### src/rtl/uart_rx_frame.sv
// uart_rx_frame: oversampling UART receiver (start, data LSB-first, optional parity, stop); define UART_RX_DEGLITCH_EN for 3-sample majority vote
module uart_rx_frame #(
   parameter int width = 8
) (
   input  logic             CLK,
   input  logic             Reset,
   input  logic             RX_IN,
   input  logic [5:0]       Prescale,
   input  logic             Parity_EN,
   input  logic             Parity_type,
   output logic [width-1:0] Data_out,
   output logic             Data_valid,
   output logic             Parity_error,
   output logic             Stop_error,
   output logic             Rx_busy
);
   localparam int BW = (width > 1) ? $clog2(width) : 1;
   typedef enum logic [2:0] {IDLE, START, DATA, PARITY, STOP} state_t;
   state_t state, state_n;
   logic [5:0] p_lat, edge_cnt, half;
   logic [BW-1:0] bit_cnt;
   logic [width-1:0] shreg;
   logic err, armed, bit_val, samp, last_edge, dv_n, pe_n, se_n;
   assign half = {1'b0, p_lat[5:1]};
   assign last_edge = edge_cnt == p_lat - 6'd1;
`ifdef UART_RX_DEGLITCH_EN
   logic [1:0] smp;
   assign samp = edge_cnt == half + 6'd1;
   assign bit_val = (smp[0] & smp[1]) | (smp[0] & RX_IN) | (smp[1] & RX_IN);
   // capture the two samples preceding the decision point
   always_ff @(posedge CLK or negedge Reset)
      if (!Reset) smp <= '0;
      else begin
         if (edge_cnt == half - 6'd1) smp[0] <= RX_IN;
         if (edge_cnt == half) smp[1] <= RX_IN;
      end
`else
   assign samp = edge_cnt == half;
   assign bit_val = RX_IN;
`endif
   // state register
   always_ff @(posedge CLK or negedge Reset)
      if (!Reset) state <= IDLE;
      else state <= state_n;
   // next-state and strobe decode
   always_comb begin
      state_n = state;
      dv_n = 1'b0;
      pe_n = 1'b0;
      se_n = 1'b0;
      case (state)
         IDLE:   if (armed && !RX_IN) state_n = START;
         START:  if (samp && bit_val) state_n = IDLE;
                 else if (last_edge) state_n = DATA;
         DATA:   if (last_edge && bit_cnt == BW'(width - 1)) state_n = Parity_EN ? PARITY : STOP;
         PARITY: if (last_edge) state_n = STOP;
         STOP:   if (samp) begin
                    state_n = IDLE;
                    dv_n = bit_val & ~err;
                    pe_n = err;
                    se_n = ~bit_val;
                 end
         default: state_n = IDLE;
      endcase
   end
   // counters, shift register, error flag, arming and registered outputs
   always_ff @(posedge CLK or negedge Reset)
      if (!Reset) begin
         p_lat <= 6'd16;
         edge_cnt <= '0;
         bit_cnt <= '0;
         shreg <= '0;
         err <= 1'b0;
         armed <= 1'b0;
         Data_out <= '0;
         Data_valid <= 1'b0;
         Parity_error <= 1'b0;
         Stop_error <= 1'b0;
         Rx_busy <= 1'b0;
      end else begin
         Data_valid <= dv_n;
         Parity_error <= pe_n;
         Stop_error <= se_n;
         Rx_busy <= state_n != IDLE;
         if (dv_n) Data_out <= shreg;
         armed <= se_n ? 1'b0 : (armed | RX_IN);
         edge_cnt <= (state == IDLE || last_edge) ? 6'd0 : edge_cnt + 6'd1;
         if (state == IDLE) begin
            p_lat <= Prescale;
            bit_cnt <= '0;
            err <= 1'b0;
         end
         if (state == DATA && last_edge) bit_cnt <= bit_cnt + 1'b1;
         if (state == DATA && samp) shreg <= {bit_val, shreg[width-1:1]};
         if (state == PARITY && samp) err <= err | (bit_val != ((^shreg) ^ Parity_type));
      end
endmodule

### config.mk
export PLATFORM = sky130hd
export DESIGN_NAME = uart_rx_frame
export DESIGN_NICKNAME = d
export VERILOG_FILES = /design/src/rtl/uart_rx_frame.sv
export SDC_FILE = /design/constraint.sdc
export NUM_CORES = 1
export LEC_CHECK = 0
export CORE_UTILIZATION = 32
export CTS_CLUSTER_DIAMETER = 200
export DETAILED_ROUTE_END_ITERATION = 8
export PLACE_DENSITY = 0.57
export SYNTH_ARGS = -nofsm -noshare
export SYNTH_HDL_FRONTEND = slang
export SYNTH_SLANG_ARGS = --single-unit
### constraint.sdc
create_clock -name CLK -period 2.1 [get_ports CLK]
set_input_delay 0.525 -clock CLK [delete_from_list [all_inputs] [get_ports CLK]]
set_output_delay 0.525 -clock CLK [all_outputs]
set_load 0.03 [all_outputs]
==> metrics.md, run 1 <==
| Metric | Value |
|---|---|
| Status | `finished clean` |
| Clk pwr share | `0.237` |
| Net load switching power | `0.000998 W` |
| Wire length per cell | `13.6 um` |
| CP endpoint | `Rx_busy$_DFF_PN0_` |
| Max cap viols | `0` |
| Power Internal | `between 0.0015 and 0.002 W` |
| Achievable frequency | `0.532 GHz` |
| Combinational Power Share | `0.349` |
| Slew Limit Fails | `0` |
| Initial antenna violation count | `0` |
| Final wirelength | `3760 um` |
| Netlist cell types | `42` |
| R2R Path End | `Rx_busy$_DFF_PN0_` |
| Critical Path RT | `2.33 ns` |
| Die Ht | `between 80 and 90 um` |
| Maximum clock path buffer count | `2` |
| Most common cell after layout, fill and taps aside | `dfrtp_1` |
| Starting density of the core | `0.337` |
| CTS tree | `yes` |
| Crit Path Category | `reg -> reg` |
| # fillers | `between 600 and 700` |
| First-pass GRT wire length | `6580 um` |
| RSZ-0062 raised after global routing | `false` |
| Cell Pwr Density | `1110 mW/mm^2` |
| Synth warnings | `0` |
| Mapped Cells | `approximately 170` |
| GRT Overall Usage | `0.133` |
| Worst R2R Path Depth | `5` |
| Tot Pwr | `0.00275 W` |
| Setup TNS | `0 ns` |
| Root Driver | `clkbuf_8` |
| Sw Ratio | `0.362` |
| Rows | `28` |
| Final Wtd Congestion | `slightly below 0.8` |
| First-pass iteration count of the detailed router | `4` |
| Final setup vio count | `0` |
| Crit path max fanout | `5` |
| Initial DRC Count | `77` |
| CTS Hold Bufs | `0` |
| Num ports | `23` |
| Peak supply drop | `just over 0.3 mV` |
| Storage cell area | `around 0.0010 sq mm` |
| Port bufs | `22` |
| Gr ovfl total | `0` |
| Top FF cell, synth | `dfrtp_1` |
| CTS resizes | `0` |
| Die W | `81.7 um` |
| Yosys reg bits | `40` |
| Reg2reg setup slack | `between 0.2 and 0.25 ns` |
| Max-slew headroom | `0.623` |
| Share of the synthesized area in the top cell type | `0.480` |
| Average footprint of a synthesized cell | `11.9 sq um` |
| Core footprint | `between 0.006 and 0.007 sq mm` |
| Post-synth EDFFs | `0` |
| Post-CTS Setup Repair Bufs | `0` |
| Clock transition at path regs | `0.09 ns` |
| Routed vias | `1362` |
| Pin count of the biggest net entering global routing | `41` |
| Share of flip-flops with an asynchronous set or reset | `1.00` |
| Post-Syn Nets | `approximately 190` |
| Worst Skew | `0.0121 ns` |
| LEAKAGE | `1.08 nW` |
| Critical register-to-register path startpoint | `p_lat[4]$_DFFE_PN1P_` |
| Yosys top cell by area | `dfrtp_1` |
| DRC | `0` |
| Final HPWL DP | `2670 um` |
| Num CTS Buffers | `5` |
| Worst-Margin Slew | `0.551 ns` |
| Final Hold Vio Count | `0` |
| Startpoint type of the worst setup path | `register` |
| Share of layout cells above drive strength 1 | `0.224` |
| Sequential share of power | `0.415` |
| Final period util | `0.894` |
| Via density | `4.93` |
| DRT antenna net count | `0` |
| Number of inserted diodes | `0` |
| WP data arrival | `2.11 ns` |
| Die footprint | `0.00668 sq mm` |
| # clock sinks | `40` |
| Worst Hold Class | `in -> async` |
| Crit path capture type | `register` |
| Clk_lat worst skew | `0.30 ns` |
| Register area share after synthesis | `0.493` |
| Most frequent cells in the layout | `39 x dfrtp_1, 21 x clkdlybuf4s50_1, 18 x mux2_2, 15 x xnor2_1` |
| Nets@finish | `roughly 220` |
| Final Critical Period | `1.88 ns` |
| P&R area growth vs syn | `22.0%` |
| Crit path from | `p_lat[4]$_DFFE_PN1P_` |
| Worst hold margin | `0.276 ns` |
| Cell Area, Synth | `0.00203 sq mm` |
| Vias in the first global route | `between 1000 and 1500` |
| H-tree levels | `2` |
| Area taken by multi-input logic gates | `about 970 sq um` |
| Synth top area cells | `dfrtp_1 48%, mux2_2 10%, xnor2_1 6.5%, xor2_1 3.4%, ha_1 2.5%` |
power groups by stage:
stage               registers, W  logic [W]  clock network, W
finish                   0.00114   0.000961          0.000651
global route             0.00118    0.00108          0.000701
CTS                      0.00114   0.000978          0.000674
detailed placement       0.00116   0.000973                 0
global placement         0.00116   0.000963                 0
floorplan                0.00108   0.000797                 0
worst min path at each step:
stage | depth (start not counted) | to | from | slack, ns
final | 2 | shreg[2]$_DFFE_PN0P_ | Reset | 0.28
after global routing | 2 | shreg[2]$_DFFE_PN0P_ | Reset | 0.33
after CTS | 2 | shreg[0]$_DFFE_PN0P_ | Reset | 0.30
after detailed placement | 1 | Data_out[6]$_DFFE_PN0P_ | Data_out[6]$_DFFE_PN0P_ | 0.49
after global placement | 1 | armed$_DFF_PN0_ | armed$_DFF_PN0_ | 0.49
after floorplan | 0 | Data_out[0]$_DFFE_PN0P_ | Reset | 0.23
cells by family after synthesis:
group | Yosys count | share of synthesized area
flip-flops | 40 | 0.493
XOR/XNOR | 24 | 0.107
multiplexers | 20 | 0.114
buffers and inverters | 15 | 0.0326
AO/OA/AOI/OAI | 25 | 0.0892
adder cells (fa/ha/maj) | 4 | 0.0246
AND/OR/NAND/NOR | 43 | 0.139
state kept, by name, summed over array words and instances, names as in the netlist:
register      flops
Data_out          8
shreg             8
edge_cnt          6
p_lat             6
bit_cnt           3
state             3
Data_valid        1
Parity_error      1
Rx_busy           1
Stop_error        1
armed             1
err               1
routing by layer:
layer,vias up,routed length [um],track usage
met1,671,1830,0.172
met3,6,126,0.0389
li1,669,-,-
met4,0,76,0.0561
met2,16,1730,0.206
met5,-,0,0
synthesized netlist by cell type, drive strengths merged, types with 2 or more instances:
cell type / n
a21oi: 3
and3: 2
buf: 2
clkbuf: 5
dfrtp: 39
ha: 4
inv: 8
mux2: 20
nand2: 4
nand2b: 4
nand3: 6
nand3b: 2
nand4: 3
nand4b: 2
nor2: 6
nor3: 10
o211ai: 6
o21ai: 6
o31ai: 2
xnor2: 16
xor2: 8
critical path: stages, from the launching register on:
cell and delay, ns:
dfstp_2 0.58, xor2_1 0.25, nor3_4 0.09, buf_4 0.16
a2111oi_0 0.53, nand4b_1 0.19
metrics by stage:
step / setup slack (ns) / cell area, sq um / instances / util
2_1_floorplan: 0.334 / 2030 / 171 / -
3_3_place_gp: 0.205 / 2360 / 268 / 0.392
3_5_place_dp: 0.161 / 2360 / 268 / 0.392
4_1_cts: 0.210 / 2480 / 276 / 0.412
5_1_grt: 0.0687 / 2480 / 276 / 0.412
6_report: 0.222 / 2480 / 276 / 0.412
area by class of cell:
cell class,instances,share of cell area
multi-input cells,116,0.391
well taps,75,0.0378
clock inverters,3,0.0192
clock buffers,5,0.0277
flip-flops and latches,40,0.404
inverters,8,0.0121
repair buffers,29,0.108
No activity file was read; power rests on OpenSTA's default activity.
==> run 2: changes to the inputs <==
--- a/config.mk
+++ b/config.mk
@@ -8,6 +8,7 @@
 export CORE_UTILIZATION = 32
 export CTS_CLUSTER_DIAMETER = 200
 export DETAILED_ROUTE_END_ITERATION = 8
+export MAX_ROUTING_LAYER = met4
 export PLACE_DENSITY = 0.57
 export SYNTH_ARGS = -nofsm -noshare
 export SYNTH_HDL_FRONTEND = slang
==> run 2 against run 1 <==
Worst hold slack hardly changed. Fmax hardly changed. First-iteration DRC count stayed put. Die area stayed put. Largest cell class unchanged. Largest power group unchanged.
==> metrics.md, run 2 (synthesized netlist as in run 1, its figures left out) <==
| Metric | Value |
|---|---|
| Status | `finished clean` |
| Area taken by multi-input logic gates | `970 sq um` |
| Achievable frequency | `0.532 GHz` |
| Buf+Inv Stages, Crit Path | `1` |
| WP data arrival | `2.11 ns` |
| Die footprint | `~0.0067 sq mm` |
| Critical Path RT | `2.33 ns` |
| First-pass GRT wire length | `6580 um` |
| Number of inserted diodes | `0` |
| Startpoint type of the worst setup path | `register` |
| Post-CTS Setup Repair Bufs | `0` |
| RSZ-0062 raised after global routing | `false` |
| Combinational Power Share | `0.349` |
| Port bufs | `22` |
| Net load switching power | `0.000997 W` |
| Crit path max fanout | `5` |
| Final Hold Vio Count | `0` |
| DRC | `0` |
| Cell Pwr Density | `1110 mW/mm^2` |
| Routed vias | `1363` |
| Pin count of the biggest net entering global routing | `between 40 and 50` |
| LEAKAGE | `1.08 nW` |
| Die W | `roughly 82 um` |
| Storage cell area | `0.00100 sq mm` |
| Max-slew headroom | `0.623` |
| Core footprint | `around 0.006 sq mm` |
| Clk pwr share | `0.236` |
| Crit Path Category | `reg -> reg` |
| CTS resizes | `0` |
| Nets@finish | `215` |
| Peak supply drop | `0.312 mV` |
| Starting density of the core | `0.337` |
| Root Driver | `clkbuf_8` |
| # clock sinks | `40` |
| Initial antenna violation count | `0` |
| Clk_lat worst skew | `around 0.3 ns` |
| Sequential share of power | `0.415` |
| CP max-delay cell | `dfstp_2` |
| Final HPWL DP | `around 2700 um` |
| Gr ovfl total | `0` |
| Vias in the first global route | `roughly 1300` |
| Wire length per cell | `13.6 um` |
| Max cap viols | `0` |
| Slew Limit Fails | `0` |
| Rows | `28` |
| Final Critical Period | `1.88 ns` |
| P&R area growth vs syn | `22.0%` |
| Sw Ratio | `0.362` |
| Setup TNS | `0 ns` |
| Most frequent cells in the layout | `39 x dfrtp_1, 21 x clkdlybuf4s50_1, 18 x mux2_2, 15 x xnor2_1` |
| Num ports | `23` |
| Maximum clock path buffer count | `2` |
| H-tree levels | `2` |
| GRT Overall Usage | `0.137` |
| Final wirelength | `3760 um` |
| Share of layout cells above drive strength 1 | `0.224` |
| CTS tree | `yes` |
| CP max stage delay | `about 0.58 ns` |
| Top flop regs | `Data_out x8, shreg x8` |
| Crit path capture type | `register` |
| Num CTS Buffers | `5` |
| First-pass iteration count of the detailed router | `4` |
| Final period util | `0.894` |
| Via density | `4.94` |
| Power Internal | `0.00176 W` |
| Most common cell after layout, fill and taps aside | `dfrtp_1` |
| CTS Hold Bufs | `0` |
| Initial DRC Count | `77` |
| Worst Skew | `0.0120 ns` |
| Worst hold margin | `0.276 ns` |
| Die Ht | `81.7 um` |
| Kind of cell adding the most delay to the critical path | `flip-flops` |
| Clock transition at path regs | `0.09 ns` |
| # fillers | `615` |
| Crit-path cells | `xor2_1 > nor3_4 > buf_4 > a2111oi_0 > nand4b_1` |
| Worst-Margin Slew | `0.551 ns` |
| DRT antenna net count | `0` |
| Worst Hold Class | `in -> async` |
| Final setup vio count | `0` |
| Final Wtd Congestion | `0.788` |
run 2: cell counts in the layout (fill, tap and decap cells not counted):
Identical to the previous run, type by type.
run 2: cell type report:
class | count | area share
Clock buffer | 5 | 0.0277
Sequential cell | 40 | 0.404
Multi-Input combinational cell | 116 | 0.391
Timing Repair Buffer | 29 | 0.108
Tap cell | 75 | 0.0378
Inverter | 8 | 0.0121
Clock inverter | 3 | 0.0192
run 2: path summary, 6_finish.rpt:
check / startpoint / end / slack, ns / depth (start not counted)
setup / recovery: p_lat[4]$_DFFE_PN1P_ / Rx_busy$_DFF_PN0_ / 0.22 / 5
hold / removal: Reset / shreg[2]$_DFFE_PN0P_ / 0.28 / 2
setup reg to reg: p_lat[4]$_DFFE_PN1P_ / Rx_busy$_DFF_PN0_ / 0.22 / 5
hold reg to reg: Data_out[5]$_DFFE_PN0P_ / Data_out[5]$_DFFE_PN0P_ / 0.51 / 1
max in group asynchronous: Reset / p_lat[4]$_DFFE_PN1P_ / 1.47 / 2
min in group CLK: Data_out[5]$_DFFE_PN0P_ / Data_out[5]$_DFFE_PN0P_ / 0.51 / 1
run 2: per-layer routing:
layer  wire, um  global-route usage  vias to the layer above
li1           -                   -                      669
met3        121              0.0378                        6
met1       1840               0.173                      672
met5          0                   -                        -
met2       1730               0.206                       16
met4         75              0.0561                        0
run 2: per-stage QoR:
stage          instances  total power (W)  cell area (sq um)  setup WS [ns]   util
2_1_floorplan        171          0.00187               2030          0.334      -
3_3_place_gp         268          0.00212               2360          0.205  0.392
3_5_place_dp         268          0.00213               2360          0.161  0.392
4_1_cts              276          0.00280               2480          0.210  0.412
5_1_grt              276          0.00296               2480         0.0687  0.412
6_report             276          0.00275               2480          0.222  0.412
run 2: power groups by stage:
| stage | Combinational, W | Sequential (W) | Clock, W |
|---|---|---|---|
| floorplan | 0.000797 | 0.00108 | 0 |
| global placement | 0.000963 | 0.00116 | 0 |
| detailed placement | 0.000973 | 0.00116 | 0 |
| CTS | 0.000978 | 0.00114 | 0.000674 |
| global route | 0.00108 | 0.00118 | 0.000701 |
| finish | 0.000961 | 0.00114 | 0.000651 |
==> run 3: changes to the inputs <==
--- a/config.mk
+++ b/config.mk
@@ -5,6 +5,7 @@
 export SDC_FILE = /design/constraint.sdc
 export NUM_CORES = 1
 export LEC_CHECK = 0
+export CORE_MARGIN = 2
 export CORE_UTILIZATION = 32
 export CTS_CLUSTER_DIAMETER = 200
 export DETAILED_ROUTE_END_ITERATION = 8
==> run 3 against run 2 <==
Non-clock buffer count is 1 higher. Via count shrank 2.1%. Critical path type unchanged. Fmax shrank 0.30%. Global-route usage fell by 1.5 points. Cell count grew 1.1%. Critical endpoint unchanged. Routed wire length is 2.1% higher. Largest cell class unchanged.
==> metrics.md, run 3 (synthesized netlist as in run 1, its figures left out) <==
| Metric | Value |
|---|---|
| DRT antenna net count | `0` |
| Num CTS Buffers | `5` |
| Startpoint type of the worst setup path | `register` |
| First-pass iteration count of the detailed router | `4` |
| Routed vias | `1334` |
| Die Ht | `83.7 um` |
| CTS tree | `yes` |
| Worst Hold Class | `in -> async` |
| RSZ-0062 raised after global routing | `false` |
| CTS Hold Bufs | `0` |
| Achievable frequency | `0.531 GHz` |
| Final Hold Vio Count | `0` |
| P&R area growth vs syn | `21.9%` |
| Nets@finish | `about 220` |
| Most common cell after layout, fill and taps aside | `dfrtp_1` |
| Clk pwr share | `0.204` |
| Crit path max fanout | `4` |
| Root Driver | `clkbuf_8` |
| Crit Path Category | `reg -> reg` |
| Final HPWL DP | `about 2700 um` |
| Setup TNS | `0 ns` |
| Peak supply drop | `0.653 mV` |
| Final Critical Period | `1.88 ns` |
| Maximum clock path buffer count | `2` |
| Worst Skew | `0.00604 ns` |
| Reg2reg setup slack | `0.22 ns` |
| Number of inserted diodes | `0` |
| Critical Path RT | `around 2.3 ns` |
| Top flop regs | `Data_out x8, shreg x8` |
| Rows | `29` |
| Via density | `4.78` |
| DRC | `0` |
| H-tree levels | `2` |
| Cell Pwr Density | `1080 mW/mm^2` |
| Most frequent cells in the layout | `39 x dfrtp_1, 21 x clkdlybuf4s50_1, 18 x mux2_2, 15 x xnor2_1, 9 x nor3_1` |
| Net load switching power | `0.000988 W` |
| Power Internal | `0.00169 W` |
| Max cap viols | `0` |
| Combinational Power Share | `0.373` |
| Wire length per cell | `13.8 um` |
| # clock sinks | `40` |
| First-pass GRT wire length | `6620 um` |
| Pin count of the biggest net entering global routing | `30` |
| Final setup vio count | `0` |
| Worst-Margin Slew | `0.641 ns` |
| Sequential share of power | `0.423` |
| WP data arrival | `2.11 ns` |
| Core footprint | `0.00624 sq mm` |
| Vias in the first global route | `1357` |
| Crit path capture type | `register` |
| Port bufs | `22` |
| Clock transition at path regs | `0.08 ns` |
| Sw Ratio | `0.369` |
| Post-CTS Setup Repair Bufs | `0` |
| LEAKAGE | `1.07 nW` |
| Max-slew headroom | `0.573` |
| # fillers | `634` |
| Initial DRC Count | `44` |
| Final Wtd Congestion | `roughly 0.77` |
| Share of layout cells above drive strength 1 | `0.223` |
| Core Util, Final | `0.397` |
| Clk_lat worst skew | `0.30 ns` |
| Gr ovfl total | `0` |
| Final wirelength | `3840 um` |
| Starting density of the core | `0.326` |
| GRT Overall Usage | `0.121` |
| Initial antenna violation count | `0` |
| Slew Limit Fails | `0` |
| Status | `finished clean` |
| Die W | `83.7 um` |
| Die footprint | `0.00701 sq mm` |
| CTS resizes | `0` |
| Num ports | `23` |
| Worst hold margin | `0.242 ns` |
| Final period util | `0.897` |
==> run 3: cell count changes in the layout (fill, tap and decap cells not counted), sizes merged <==
cell,previous run,this run
buf,8,9
clkbuf,5,6
clkinvlp,0,2
clkinv,2,0
bufinv,1,0
==> run 3: final timing paths <==
kind	startpoint	to	depth (start not counted)
worst max register to register	p_lat[4]$_DFFE_PN1P_	Rx_busy$_DFF_PN0_	5
worst min-delay path	Reset	shreg[6]$_DFFE_PN0P_	1
min in group CLK	Data_out[1]$_DFFE_PN0P_	Data_out[1]$_DFFE_PN0P_	1
worst max-delay path	p_lat[4]$_DFFE_PN1P_	Rx_busy$_DFF_PN0_	5
max in group asynchronous	Reset	p_lat[2]$_DFFE_PN0P_	2
worst min register to register	Data_out[1]$_DFFE_PN0P_	Data_out[1]$_DFFE_PN0P_	1
==> run 3: cell type report <==
cell class	count	area, sq um	share of cell area
flip-flops and latches	40	1000	0.404
multi-input cells	116	965	0.389
repair buffers	30	288	0.116
well taps	77	96.3	0.0389
clock buffers	6	82.6	0.0333
inverters	8	30.0	0.0121
clock inverters	2	15.0	0.00606
==> run 3: power by group through the flow <==
stage | clock (W) | combinational (W) | sequential, W
finish | 0.000548 | 0.000999 | 0.00113
global route | 0.000609 | 0.00111 | 0.00117
CTS | 0.000580 | 0.00101 | 0.00114
detailed placement | 0 | 0.00101 | 0.00115
global placement | 0 | 0.00100 | 0.00115
floorplan | 0 | 0.000797 | 0.00108
==> run 3: stage by stage <==
stage | std cells | instance area (sq um) | setup WS, ns | total power, W
6_report | 279 | 2480 | 0.216 | 0.00268
5_1_grt | 279 | 2480 | 0.0847 | 0.00288
4_1_cts | 279 | 2480 | 0.199 | 0.00273
3_5_place_dp | 271 | 2380 | 0.130 | 0.00216
3_3_place_gp | 271 | 2380 | 0.126 | 0.00216
2_1_floorplan | 171 | 2030 | 0.334 | 0.00187
==> run 3: per-layer routing <==
layer	vias up	part of all wire	track usage
met5	-	0	-
met4	0	0.013	0.0396
met3	5	0.048	0.0346
met2	27	0.43	0.170
met1	632	0.51	0.170
li1	670	-	-
==> run 3: worst max-delay path, cell delays in order, from the launching register on <==
cell	delay, ns
dfstp_2	0.58
xor2_1	0.24
nor3_4	0.10
buf_4	0.15
a2111oi_0	0.55
nand4b_1	0.19
